File: src/rtl/fir_output_sink.sv
// FIR output sink: warm-up discard, quantize/saturate a 64-bit accumulator to 16 bits, show-ahead FIFO.
// Optional macro FIR_OUT_ROUND_EN selects round-half-up instead of floor before saturation.
//
// state     | meaning
// ----------+-----------------------------------------------------------
// ST_WARMUP | discarding the first WARMUP valid samples after reset
// ST_RUN    | quantizing samples and buffering them in the output FIFO
module fir_output_sink #(
    parameter int SHIFT  = 15,
    parameter int DEPTH  = 16,
    parameter int WARMUP = 8
) (
    input  logic                     clk,
    input  logic                     rst,
    input  logic                     din_valid,
    input  logic signed [63:0]       din,
    output logic signed [15:0]       dout,
    output logic                     dout_valid,
    input  logic                     dout_ready,
    output logic [$clog2(DEPTH):0]   level,
    output logic [15:0]              sat_count,
    output logic                     overflow
);

    localparam int AW = $clog2(DEPTH);
    localparam int CW = (WARMUP < 2) ? 1 : $clog2(WARMUP + 1);

    typedef enum logic {
        ST_WARMUP,
        ST_RUN
    } state_t;

    state_t                 state;
    logic [CW-1:0]          disc_cnt;

    logic                   s1_valid;
    logic signed [15:0]     s1_data;

    logic signed [15:0]     mem [DEPTH];
    logic [AW-1:0]          wr_ptr;
    logic [AW-1:0]          rd_ptr;
    logic [AW:0]            count;

    logic signed [64:0]     din_ext;
    logic signed [64:0]     q_wide;
    logic                   q_hi;
    logic                   q_lo;
    logic signed [15:0]     q_sat;

    logic                   full;
    logic                   pop;
    logic                   push_ok;

`ifdef FIR_OUT_ROUND_EN
    localparam logic signed [64:0] RND = 65'sd1 <<< (SHIFT - 1);
`endif

    // One guard bit above the accumulator so the rounding add cannot wrap.
    always_comb begin
        din_ext = {din[63], din};
`ifdef FIR_OUT_ROUND_EN
        q_wide  = (din_ext + RND) >>> SHIFT;
`else
        q_wide  = din_ext >>> SHIFT;
`endif
        q_hi    = (q_wide > 65'sd32767);
        q_lo    = (q_wide < -65'sd32768);
        if (q_hi) begin
            q_sat = 16'sh7FFF;
        end else if (q_lo) begin
            q_sat = 16'sh8000;
        end else begin
            q_sat = q_wide[15:0];
        end
    end

    assign full       = (count == (AW + 1)'(DEPTH));
    assign dout_valid = (count != '0);
    assign pop        = dout_valid && dout_ready;
    assign push_ok    = s1_valid && (!full || pop);
    assign level      = count;
    assign dout       = dout_valid ? mem[rd_ptr] : 16'sd0;

    always_ff @(posedge clk) begin
        if (rst) begin
            state     <= (WARMUP == 0) ? ST_RUN : ST_WARMUP;
            disc_cnt  <= '0;
            s1_valid  <= 1'b0;
            s1_data   <= '0;
            wr_ptr    <= '0;
            rd_ptr    <= '0;
            count     <= '0;
            sat_count <= '0;
            overflow  <= 1'b0;
        end else begin
            s1_valid <= 1'b0;
            case (state)
                ST_WARMUP: begin
                    if (din_valid) begin
                        disc_cnt <= disc_cnt + CW'(1);
                        if (disc_cnt == CW'(WARMUP - 1)) begin
                            state <= ST_RUN;
                        end
                    end
                end
                ST_RUN: begin
                    if (din_valid) begin
                        s1_valid <= 1'b1;
                        s1_data  <= q_sat;
                        if ((q_hi || q_lo) && (sat_count != 16'hFFFF)) begin
                            sat_count <= sat_count + 16'd1;
                        end
                    end
                end
                default: state <= ST_WARMUP;
            endcase

            if (push_ok) begin
                wr_ptr <= wr_ptr + AW'(1);
            end
            if (pop) begin
                rd_ptr <= rd_ptr + AW'(1);
            end
            if (s1_valid && full && !pop) begin
                overflow <= 1'b1;
            end

            case ({push_ok, pop})
                2'b10:   count <= count + (AW + 1)'(1);
                2'b01:   count <= count - (AW + 1)'(1);
                default: count <= count;
            endcase
        end
    end

    // Storage carries no reset; dout is masked while the FIFO is empty.
    always_ff @(posedge clk) begin
        if (!rst && push_ok) begin
            mem[wr_ptr] <= s1_data;
        end
    end

endmodule

File: config.mk
export PLATFORM = sky130hd
export DESIGN_NAME = fir_output_sink
export DESIGN_NICKNAME = d
export VERILOG_FILES = /design/src/rtl/fir_output_sink.sv
export SDC_FILE = /design/constraint.sdc
export NUM_CORES = 1
export LEC_CHECK = 0
export ABC_AREA = 1
export CAP_MARGIN = 20
export CORE_MARGIN = 8
export CORE_UTILIZATION = 58
export CTS_CLUSTER_DIAMETER = 100
export DETAILED_ROUTE_END_ITERATION = 12
export HOLD_SLACK_MARGIN = 0.1
export PLACE_DENSITY = 0.77
export SETUP_SLACK_MARGIN = 0.5
export SLEW_MARGIN = 25
export SYNTH_ARGS = -nofsm -noshare
export SYNTH_HDL_FRONTEND = slang
export SYNTH_SLANG_ARGS = --single-unit
File: constraint.sdc
create_clock -name clk -period 7.21 [get_ports clk]
set_clock_uncertainty 0.15 [all_clocks]
set_input_delay 0.721 -clock clk [delete_from_list [all_inputs] [get_ports clk]]
set_output_delay 0.721 -clock clk [all_outputs]
set_load 0.01 [all_outputs]
* Yosys cells after proc, flatten, opt, wreduce, memory -nomap -nowiden
Memory sizes are Yosys's and may differ from the RTL's. A register that Yosys moved wholly into a read port is not among the register bits. Index checks and enable logic that the tools add are counted.
Storage, ports and cells: register bits after elaboration 52, memories 1, output and inout bits 39, word-level logic and storage cells 53, input port bits 68, bits in writable memories 256
Memories:
- mem | depth 16, width 16, rd ports 1, clocked after memory_dff 1, wr ports 1, RTL line 39 | logic signed [15:0] mem [DEPTH];
Cells by class: magnitude comparators 2, muxes and demuxes 12, equality and inequality tests 5, reductions and logical operators 17, bitwise logic cells 1, $add $sub $neg 6
Operators by type and width (number):
- $gt A49 B16 Y1 const B | 1
- $lt A49 B16 Y1 const B | 1
- $mux W16 | 3
- $add A16 B1 Y16 const B | 1
- $ne A16 B16 Y1 const B | 1
- $add A4 B1 Y4 const B | 3
- $pmux W5 S2 | 1
- $mux W4 | 2
- $logic_and A1 B1 Y1 | 6
- $mux W1 | 6
- $add A5 B1 Y5 const B | 1
- $eq A5 B5 Y1 const B | 1
- $reduce_bool A5 Y1 | 1
- $sub A5 B1 Y5 const B | 1
- $eq A4 B3 Y1 const B | 1
- $reduce_and A2 Y1 | 2
- $logic_not A1 Y1 | 3
- $reduce_and A3 Y1 | 1
- $eq A2 B1 Y1 const B | 1
- $eq A2 B2 Y1 const B | 1
- $logic_or A1 B1 Y1 | 2
- $reduce_bool A2 Y1 | 1
- $reduce_or A2 Y1 | 1
- $not A1 Y1 | 1

* Logic depth before layout (Yosys ltp)
depth after elaboration 7, gate-level depth with buffers 13, gate-level depth less buffers 13

* Worst setup path before layout
Ideal clock, no wire load.
kind input -> register, start in rst, end mem mem[15][0] (enable), stages on the path 3, arrival 2.333 ns, setup time 0.409 ns, path buffers 2, setup slack 4.318 ns, data required time 6.651 ns, path through clkbuf_1 clkbuf_1 nor3_1
On the way: longest elaborated chain between the ends 4
Ends and longest elaborated chain:
- start: declaration | RTL line 14 | input logic rst,
- $logic_not A1 Y1 | RTL line 138 | if (!rst && push_ok) begin
- $logic_and A1 B1 Y1 | RTL line 138
- $mux W1 | RTL line 138
- $mux W1 (implied by the code) | RTL line 139 | mem[wr_ptr] <= s1_data;
- end: declaration | RTL line 39
Every way passes these cells.

==> results.py <==
metrics = {
    "logic_synthesis": {
        "synth_nets": 1232,
        "ys_async_sr_fraction_pct": 0,
        "syn_area_um2": 13000,
        "ys.flop_type": "edfxtp_1",
        "synth_edf_count": 256,
        "ys.warnings.count": 0,
        "synth_top_family_by_area": "simple AND/OR/NAND/NOR gates",
        "synth-simple-area-share_pct": 13.3,
        "syn_area_per_cell_um2": 11.3,
        "synthAdderAreaFrac_pct": 1.21,
        "ys_types": 38,
        "ys_seq_area_share_pct": 67.7,
        "muxShareOfSynthArea_pct": 0,
        "synthTopCellsByCount": "edfxtp_1 (256), nor2_1 (220), o21ai_0 (160)",
        "synth_compound_area_share_pct": 13.2,
        "synth-xor-area-share_pct": 0.943,
        "ys_ff_latch": 312,
        "synth_area_leaders": "edfxtp_1 (59%), dfxtp_1 (8.6%), nor2_1 (6.3%), o21ai_0 (6.2%), o221ai_1 (3.0%)",
        "netlist.top_cell.by_area": "edfxtp_1",
        "synth.most_common_cell": "edfxtp_1",
        "synthDominantCellAreaShare_pct": 59.1,
        "synthCells": 1152,
    },
    "sta": {
        "fin_ws_ns": 2.68,
        "timing.final.crit_share_pct": 62.8,
        "rsz0062_at_grt": "no",
        "worst_pin_slew_ns": 0.954,
        "layout_min_cycle_time_ns": 4.53,
        "fin_setup_tns_ns": 0,
        "drv_slew": 0,
        "max_slew_margin_pct": 36.3,
        "finalSetupViolCount": 0,
        "hold_viol_final": 0,
        "fmax_ghz": 0.221,
    },
    "power": {
        "p_leak_nw": 5.23,
        "powerDensity_nw_per_um2": 313,
        "vdd_drop_max_uv": 202,
        "finalPower_mw": 4.76,
    },
    "setup_path": {
        "r2r_start": "level[0]",
        "critPathCaptureType": "primary output",
        "cpPeakStageDelay_ns": 0.69,
        "worst_r2r_endpoint": "level[4]",
        "worst_path_max_delay_cell": "inv_1",
        "worstSetupPathType": "reg -> out",
        "r2r_cells": 13,
        "cp_cell_sequence": "inv_1 > buf_4 > o21ai_0 > o22ai_1 > nor2_1 > nor2_1 > o21ai_0 > a21oi_1 > clkdlybuf4s50_1",
        "endpoint": "dout[8]",
        "r2r_slack_ns": 4.37,
        "crit_path_max_fanout": 36,
        "crit_required_ns": 6.34,
        "arrival_ns": 3.66,
        "crit_path_start_kind": "register",
    },
    "run_status": {
        "outcome": "finished, final reports clean",
    },
    "place": {
        "hpwl_um": 18900,
        "dpl-instance-area_um2": 14200,
        "gp_congestion": 0.853,
        "pre_cts_slack_ns": 3.30,
        "port_buffers": 91,
    },
    "clock_network": {
        "cts.sinks": 312,
        "path_clk_slew_ns": 0.06,
        "cts_tree": "built",
        "htreeDepth": 1,
        "clkLatencyLatePin_ns": 0.54,
        "cts_setup_buffers": 0,
        "clock_path_buffers": 3,
        "post_cts_resize_count": 0,
        "hold_buffers": 0,
        "root_buffer": "clkbuf_16",
        "cts_buffers": 30,
    },
    "floorplan": {
        "ios": 107,
        "start_util_pct": 59.4,
        "die_area_um2": 27500,
        "die_h_um": 166,
        "coreArea_um2": 21900,
        "die_x_um": 166,
        "num_rows": 54,
    },
    "detailed_routing": {
        "dr.pass1.iters": 8,
        "routed_via_density": 6.05,
        "vias": 9320,
        "drt_iter0_markers": 1017,
        "drt.antenna.violating_nets": 0,
        "wirelength_um": 31800,
        "route.detailed.drc": 0,
        "wl_per_cell_um": 20.6,
    },
    "hold_path": {
        "hold_path_class": "reg -> reg",
        "min_delay_path_depth": 2,
    },
    "grt": {
        "grt_pass1_wl_um": 49200,
        "grtUsageTotal_pct": 22.1,
        "antenna_found_initial": 0,
        "first_global_vias": 9134,
        "grt_overflow": 0,
        "grt_max_degree": 76,
    },
    "finish": {
        "final_nets": 1317,
        "syn2layout_area_growth_pct": 17.2,
        "postLayoutCellArea_um2": 15200,
        "drive_gt1_share_pct": 8.25,
        "fillers": 1571,
        "diodes": 0,
    },
    "flow_run": {
        "cap_viol_max_count": 0,
    },
}
==> critical path, delay by kind of cell, from the launching register on <==
family	cells	cell delay [ns]
and+or+nand+nor	2	0.17
buffers and inverters	3	1.83
AOI/OAI and AO/OA	4	0.75
DFF	1	0.34
==> kinds of logic after synthesis <==
| group | count (synthesis) |
|---|---|
| simple gates | 405 |
| flops | 312 |
| compound gates | 295 |
| buf+inv | 114 |
| xor+xnor | 14 |
| fa+ha+maj | 12 |
==> flip-flops by register name (all words and copies together) (netlist names), named ones only <==
| signal | flops |
|---|---|
| disc_cnt | 4 |
| level | 5 |
| mem | 256 |
| overflow | 1 |
| rd_ptr | 4 |
| s1_data | 16 |
| s1_valid | 1 |
| sat_count | 16 |
| state | 1 |
| wr_ptr | 4 |
==> worst min-delay path by stage <==
| stage | startpoint | end |
|---|---|---|
| after floorplan | rd_ptr[2] | register |
| after global placement | rd_ptr[2] | rd_ptr[2] |
| after detailed placement | overflow | overflow |
| after CTS | rd_ptr[2] | rd_ptr[2] |
| after global routing | rd_ptr[2] | register |
| final | overflow | overflow |
==> power by group <==
| group | switching [mW] | total (mW) | internal [mW] | leakage, nW |
|---|---|---|---|---|
| clock network | 0.652 | 1.62 | 0.969 | 0.505 |
| registers | 0.0580 | 2.00 | 1.95 | 2.86 |
| logic | 0.700 | 1.14 | 0.440 | 1.87 |
| total | 1.41 | 4.76 | 3.36 | 5.23 |
==> placed cells by master (no fill, tap or decap), types with 3 or more instances in the layout <==
cell type / Yosys / layout
edfxtp_1: 256 / 256
nor2_1: 220 / 220
o21ai_0: 160 / 160
nand2_1: 91 / 91
clkdlybuf4s50_1: 0 / 91
nand3_1: 56 / 56
dfxtp_1: 56 / 54
a21oi_1: 51 / 51
inv_1: 47 / 47
o221ai_1: 44 / 44
clkbuf_16: 0 / 32
buf_4: 2 / 25
o22ai_1: 20 / 20
ha_1: 11 / 11
a21oi_2: 10 / 10
nand4_1: 9 / 9
xor2_1: 9 / 9
clkinv_1: 1 / 7
o21ai_1: 6 / 6
nand2_2: 6 / 6
clkinv_2: 0 / 5
nor3_1: 9 / 5
xnor2_1: 5 / 5
nor3_2: 0 / 4
bufinv_16: 0 / 4
nor4_1: 3 / 3
clkbuf_1: 42 / 3
==> final cells by class <==
type                            count  area, um2  share of cell area [%]
Inverter                           51        193                    1.26
Clock buffer                       37        840                    5.51
Timing Repair Buffer              116       1100                    7.21
Multi-Input combinational cell    726       3750                    24.6
Clock inverter                     18        203                    1.33
Sequential cell                   312       8810                    57.8
Tap cell                          280        350                    2.30
==> per-layer routing <==
| metal | share of wire, % | routed length [um] | up-vias | track usage (%) |
|---|---|---|---|---|
| li1 | - | - | 4338 | - |
| met1 | 40 | 12700 | 4416 | 28.4 |
| met2 | 48 | 15100 | 479 | 36.7 |
| met3 | 8.4 | 2680 | 87 | 3.22 |
| met4 | 4.1 | 1290 | 0 | 9.95 |
| met5 | 0 | 0 | - | 0 |
==> through the flow <==
step / hold WS [ns] / cells / util, %
3_3_place_gp: 0.316 / 1485 / 64.9
4_1_cts: 0.338 / 1540 / 69.6
6_report: 0.339 / 1540 / 69.6
3_5_place_dp: 0.321 / 1485 / 64.9
5_1_grt: 0.379 / 1540 / 69.6
2_1_floorplan: 0.296 / 1152 / -
No activity file was read; power rests on OpenSTA's default activity.
==> RTL change 1 (same settings) <==
The option `FIR_OUT_ROUND_EN` is turned on by a define.
--- a/src/rtl/fir_output_sink.sv
+++ b/src/rtl/fir_output_sink.sv
@@ -5,6 +5,8 @@
 // ----------+-----------------------------------------------------------
 // ST_WARMUP | discarding the first WARMUP valid samples after reset
 // ST_RUN    | quantizing samples and buffering them in the output FIFO
+`define FIR_OUT_ROUND_EN
+
 module fir_output_sink #(
     parameter int SHIFT  = 15,
     parameter int DEPTH  = 16,
Function: changed (a bounded check fails within 10 cycles, from zero or initial values and one cycle with rst high).
==> RTL change 1 against the original RTL <==
- die area increased by 10%
- sequential cell count unchanged
- clock power increased by 5%
- worst setup slack got worse by 0.14 ns
- wire length increased by 18%
- power increased by 2.1%
- highest routed layer unchanged
- final area increased by 11%
- first-iteration DRC count increased by 8.2%
- critical path type unchanged
- global-route usage increased by 2.2 points
- area after synthesis increased by 12%
- hold slack got worse by 0.029 ns
- non-clock buffer count increased by 1
- critical endpoint is now dout[11]
==> RTL change 1: results (changes against the original RTL) <==
** Critical path
- Highest net fanout along the worst path :: 65 (+81%)
- The delay contributed by the slowest stage of the critical path is 0.59 ns (-0.10 ns).
- The data arrival time of the critical path was 3.80 ns (+0.14 ns).
- Cell with the largest stage delay on the worst path :: sky130_fd_sc_hd__clkinv_1

** Synthesis
- Synthesized netlist cell count :: 1489 (+29%)
- The commonest cells after synthesis are sky130_fd_sc_hd__nor2_1 (299), sky130_fd_sc_hd__edfxtp_1 (256), sky130_fd_sc_hd__nand2_1 (228), sky130_fd_sc_hd__o21ai_0 (165), sky130_fd_sc_hd__inv_1 (84).
- Compound-Gate Fraction of Synth Area :: 0.120 (-0.0118)
- Main area contributors after synthesis :: sky130_fd_sc_hd__edfxtp_1 (53%), sky130_fd_sc_hd__nor2_1 (7.7%), sky130_fd_sc_hd__dfxtp_1 (7.7%)
- The count of different cell masters after synthesis came to 35 (-7.9%).
- Parity-gate share of the synthesized area counting xor and xnor cells :: 0.0199 (+0.0105)

** Global route
- The number of global-route vias before repair is 11200 (+23%).
- The all-layer global routing usage is 0.243 (+0.0220).
- Pin count of the biggest net entering global routing :: 79 (+3.9%)
- Global Route met1 Usage :: 0.303 (+0.0191)

** Cells and area
- Area occupied by multi-input gates :: 5130 um^2 (+37%)
- Non-clock buffer share of cell area :: 0.0656 (-0.00644)
- Clock network area share :: 0.0650 (-0.00334)
- The count of multi-input gates was 1024 (+41%).
- The ratio of cells with drive above 1 in the final layout came to 0.0768 (-0.00571).
- The area growth from synthesis to layout is 16.3%.
- The number of nets in the final layout is 1658 (+26%).
- The count of clock buffers in the final design was 46 (+24%).

** Power and ir drop
- The overall power consumption came to 4860 uW (+2.1%).
- Leakage power total :: 0.00581 uW (+11%)
- The switching share of total power is 0.298 (+0.00236).
- VDD IR max :: 0.227 mV (+12%)

** CTS
- The CTS H-tree depth came to 2 (+1).
- Clock latency of the later-clocked register in the worst-skew pair :: 0.50 ns (-0.04 ns)
- Number of CTS-inserted buffers :: 34 (+13%)

** Detailed routing
- The routed wire length was 37.4 mm (+18%).
- Starting DRT DRC Count :: 1100 (+8.2%)
- Met1 Routed Length :: 14.7 mm (+16%)
- WL/cell :: 19.4 um (-6.1%)
- Routed wl met3 :: 3.04 mm (+13%)
- Via/cell ratio :: 5.95 (-1.6%)

** Placement
- The pre-CTS setup slack came to 3.13 ns (-0.168 ns).
- Placed instance area :: 15800 um^2 (+11%)
- The number of placed instances with taps included came to 1871 (+26%).

** Floorplanning
- Core Rows :: 58 (+7.4%)

** Timing
- Slew @ Worst Pin :: 1.06 ns (+0.109 ns)

** Run status
- Status :: finished, final reports clean
-- RTL change 1: changes by cell type in the layout (fill, tap and decap cells not counted), moves of 6 or more --
cell                       change
sky130_fd_sc_hd__xor2_1        +8
sky130_fd_sc_hd__inv_1        +36
sky130_fd_sc_hd__nand3b_1      +7
sky130_fd_sc_hd__nand4_1      +10
sky130_fd_sc_hd__o221ai_1      +8
sky130_fd_sc_hd__o22ai_1       -8
sky130_fd_sc_hd__nand2_2       +9
sky130_fd_sc_hd__nand3_1      +26
sky130_fd_sc_hd__o21ai_1       -6
sky130_fd_sc_hd__nand2_1     +137
sky130_fd_sc_hd__xnor2_1      +11
sky130_fd_sc_hd__nor2_1       +79
sky130_fd_sc_hd__nor2_4        +6
-- RTL change 1: worst paths after layout --
kind	start	to	slack (ns)	depth (start not counted)
max reg2reg	level[0]	level[4]	3.32	17
min reg2reg	overflow	overflow	0.31	2
min	overflow	overflow	0.31	2
max	flop	dout[11]	2.54	10
==> RTL change 2 (same flow settings) <==
Without the edit above. Reset style: asynchronous (`rst`), changed in one clocked block.
--- a/src/rtl/fir_output_sink.sv
+++ b/src/rtl/fir_output_sink.sv
@@ -81,7 +81,7 @@
     assign level      = count;
     assign dout       = dout_valid ? mem[rd_ptr] : 16'sd0;
 
-    always_ff @(posedge clk) begin
+    always_ff @(posedge clk or posedge rst) begin
         if (rst) begin
             state     <= (WARMUP == 0) ? ST_RUN : ST_WARMUP;
             disc_cnt  <= '0;
Behaviour: differs if rst is asserted again (counterexample within 10 cycles, from zero or initial values and one cycle with rst high); with rst held inactive, the same outputs for 10 cycles.
==> RTL change 2 against the original RTL <==
- sequential share of layout area increased by 0.81 points
- maximum frequency decreased by 2.3%
- wire length decreased by 4.2%
- final area increased by 0.64%
- area after synthesis increased by 0.42%
- power increased by 18%
- sequential cell count decreased by 4
- worst setup slack got worse by 0.10 ns
==> RTL change 2: results (changes against the original RTL) <==
** Detailed routing
- The routed wire length was 30.4 mm (-4.2%).
- Via/cell ratio :: 5.90 (-2.6%)
- WL/cell :: 20.0 um (-2.9%)
- Starting DRT DRC Count :: 921 (-9.4%)

** Critical path
- The maximum net fanout on the critical path was 78 (+120%).
- Worst reg2reg startpoint :: level[0]

** Hold path
- Depth of the worst hold-timing path :: 1 (-1)
- The startpoint identified for the worst hold timing path is disc_cnt[3].
- The worst hold path terminates at state.

** Global route
- Pin count of the biggest net entering global routing :: 118 (+55%)
- The first-pass GRT wire length was 47.4 mm (-3.6%).
- The met2 track demand over resource was 0.360 (-0.00659).
- The number of global-route vias before repair was 8955 (-2.0%).

** Placement
- The pre-CTS setup slack was 3.00 ns (-0.299 ns).
- Post-placement cell count :: 1463 (-1.5%)

** Cells and area
- The count of non-CTS buffers in the layout is 115 (-0.86%).
- Non-clock buffer share of cell area :: 0.0714 (-0.000703)
- The fraction of area in multi-input gates came to 0.239 (-0.00678).
- The inverter count came to 41 (-20%).
- The area occupied by registers came to 8990 um^2 (+2.0%).

** Synthesis
- The share of synthesized flip-flops with an asynchronous set or reset came to 0.169 (+0.169).
- Synth cell types :: 36 (-5.3%)
- Synthesized netlist cell count :: 1123 (-2.5%)
- By count the netlist is led by sky130_fd_sc_hd__edfxtp_1 (256), sky130_fd_sc_hd__nor2_1 (196), sky130_fd_sc_hd__nand2_1 (151), sky130_fd_sc_hd__o21ai_0 (139), sky130_fd_sc_hd__nand3_1 (58).

** Run status
- Status :: finished, final reports clean
## RTL change 2: worst max-delay path by stage
stage	start	end	slack (ns)
after floorplan	rst	mem[12][0]	3.67
after global placement	rd_ptr[0]	dout[9]	3.08
after detailed placement	rd_ptr[0]	dout[9]	3.00
after CTS	rd_ptr[0]	dout[12]	2.41
after global routing	rd_ptr[0]	dout[12]	2.33
final	rd_ptr[0]	dout[12]	2.58
## RTL change 2: per-layer routing
layer	wire [um]	vias to the layer above
li1	-	4202
met1	12200	4285
met2	14800	412
met3	2680	58
met4	701	0
met5	0	-
## RTL change 2: kinds of logic after synthesis
kind of cell | Yosys count | share of synthesized area
and+or+nand+nor | 449 | 0.145
xor gates and xnor gates | 26 | 0.0174
DFF | 308 | 0.688
buffers and inverters | 101 | 0.0318
adders and majority gates | 12 | 0.0121
AOI/OAI and AO/OA | 226 | 0.105
muxes | 1 | 0.000862
## RTL change 2: power breakdown
group          internal (uW)  switching, uW
Sequential              2090            149
Combinational            648           1090
Clock                    983            677
Total                   3720           1910
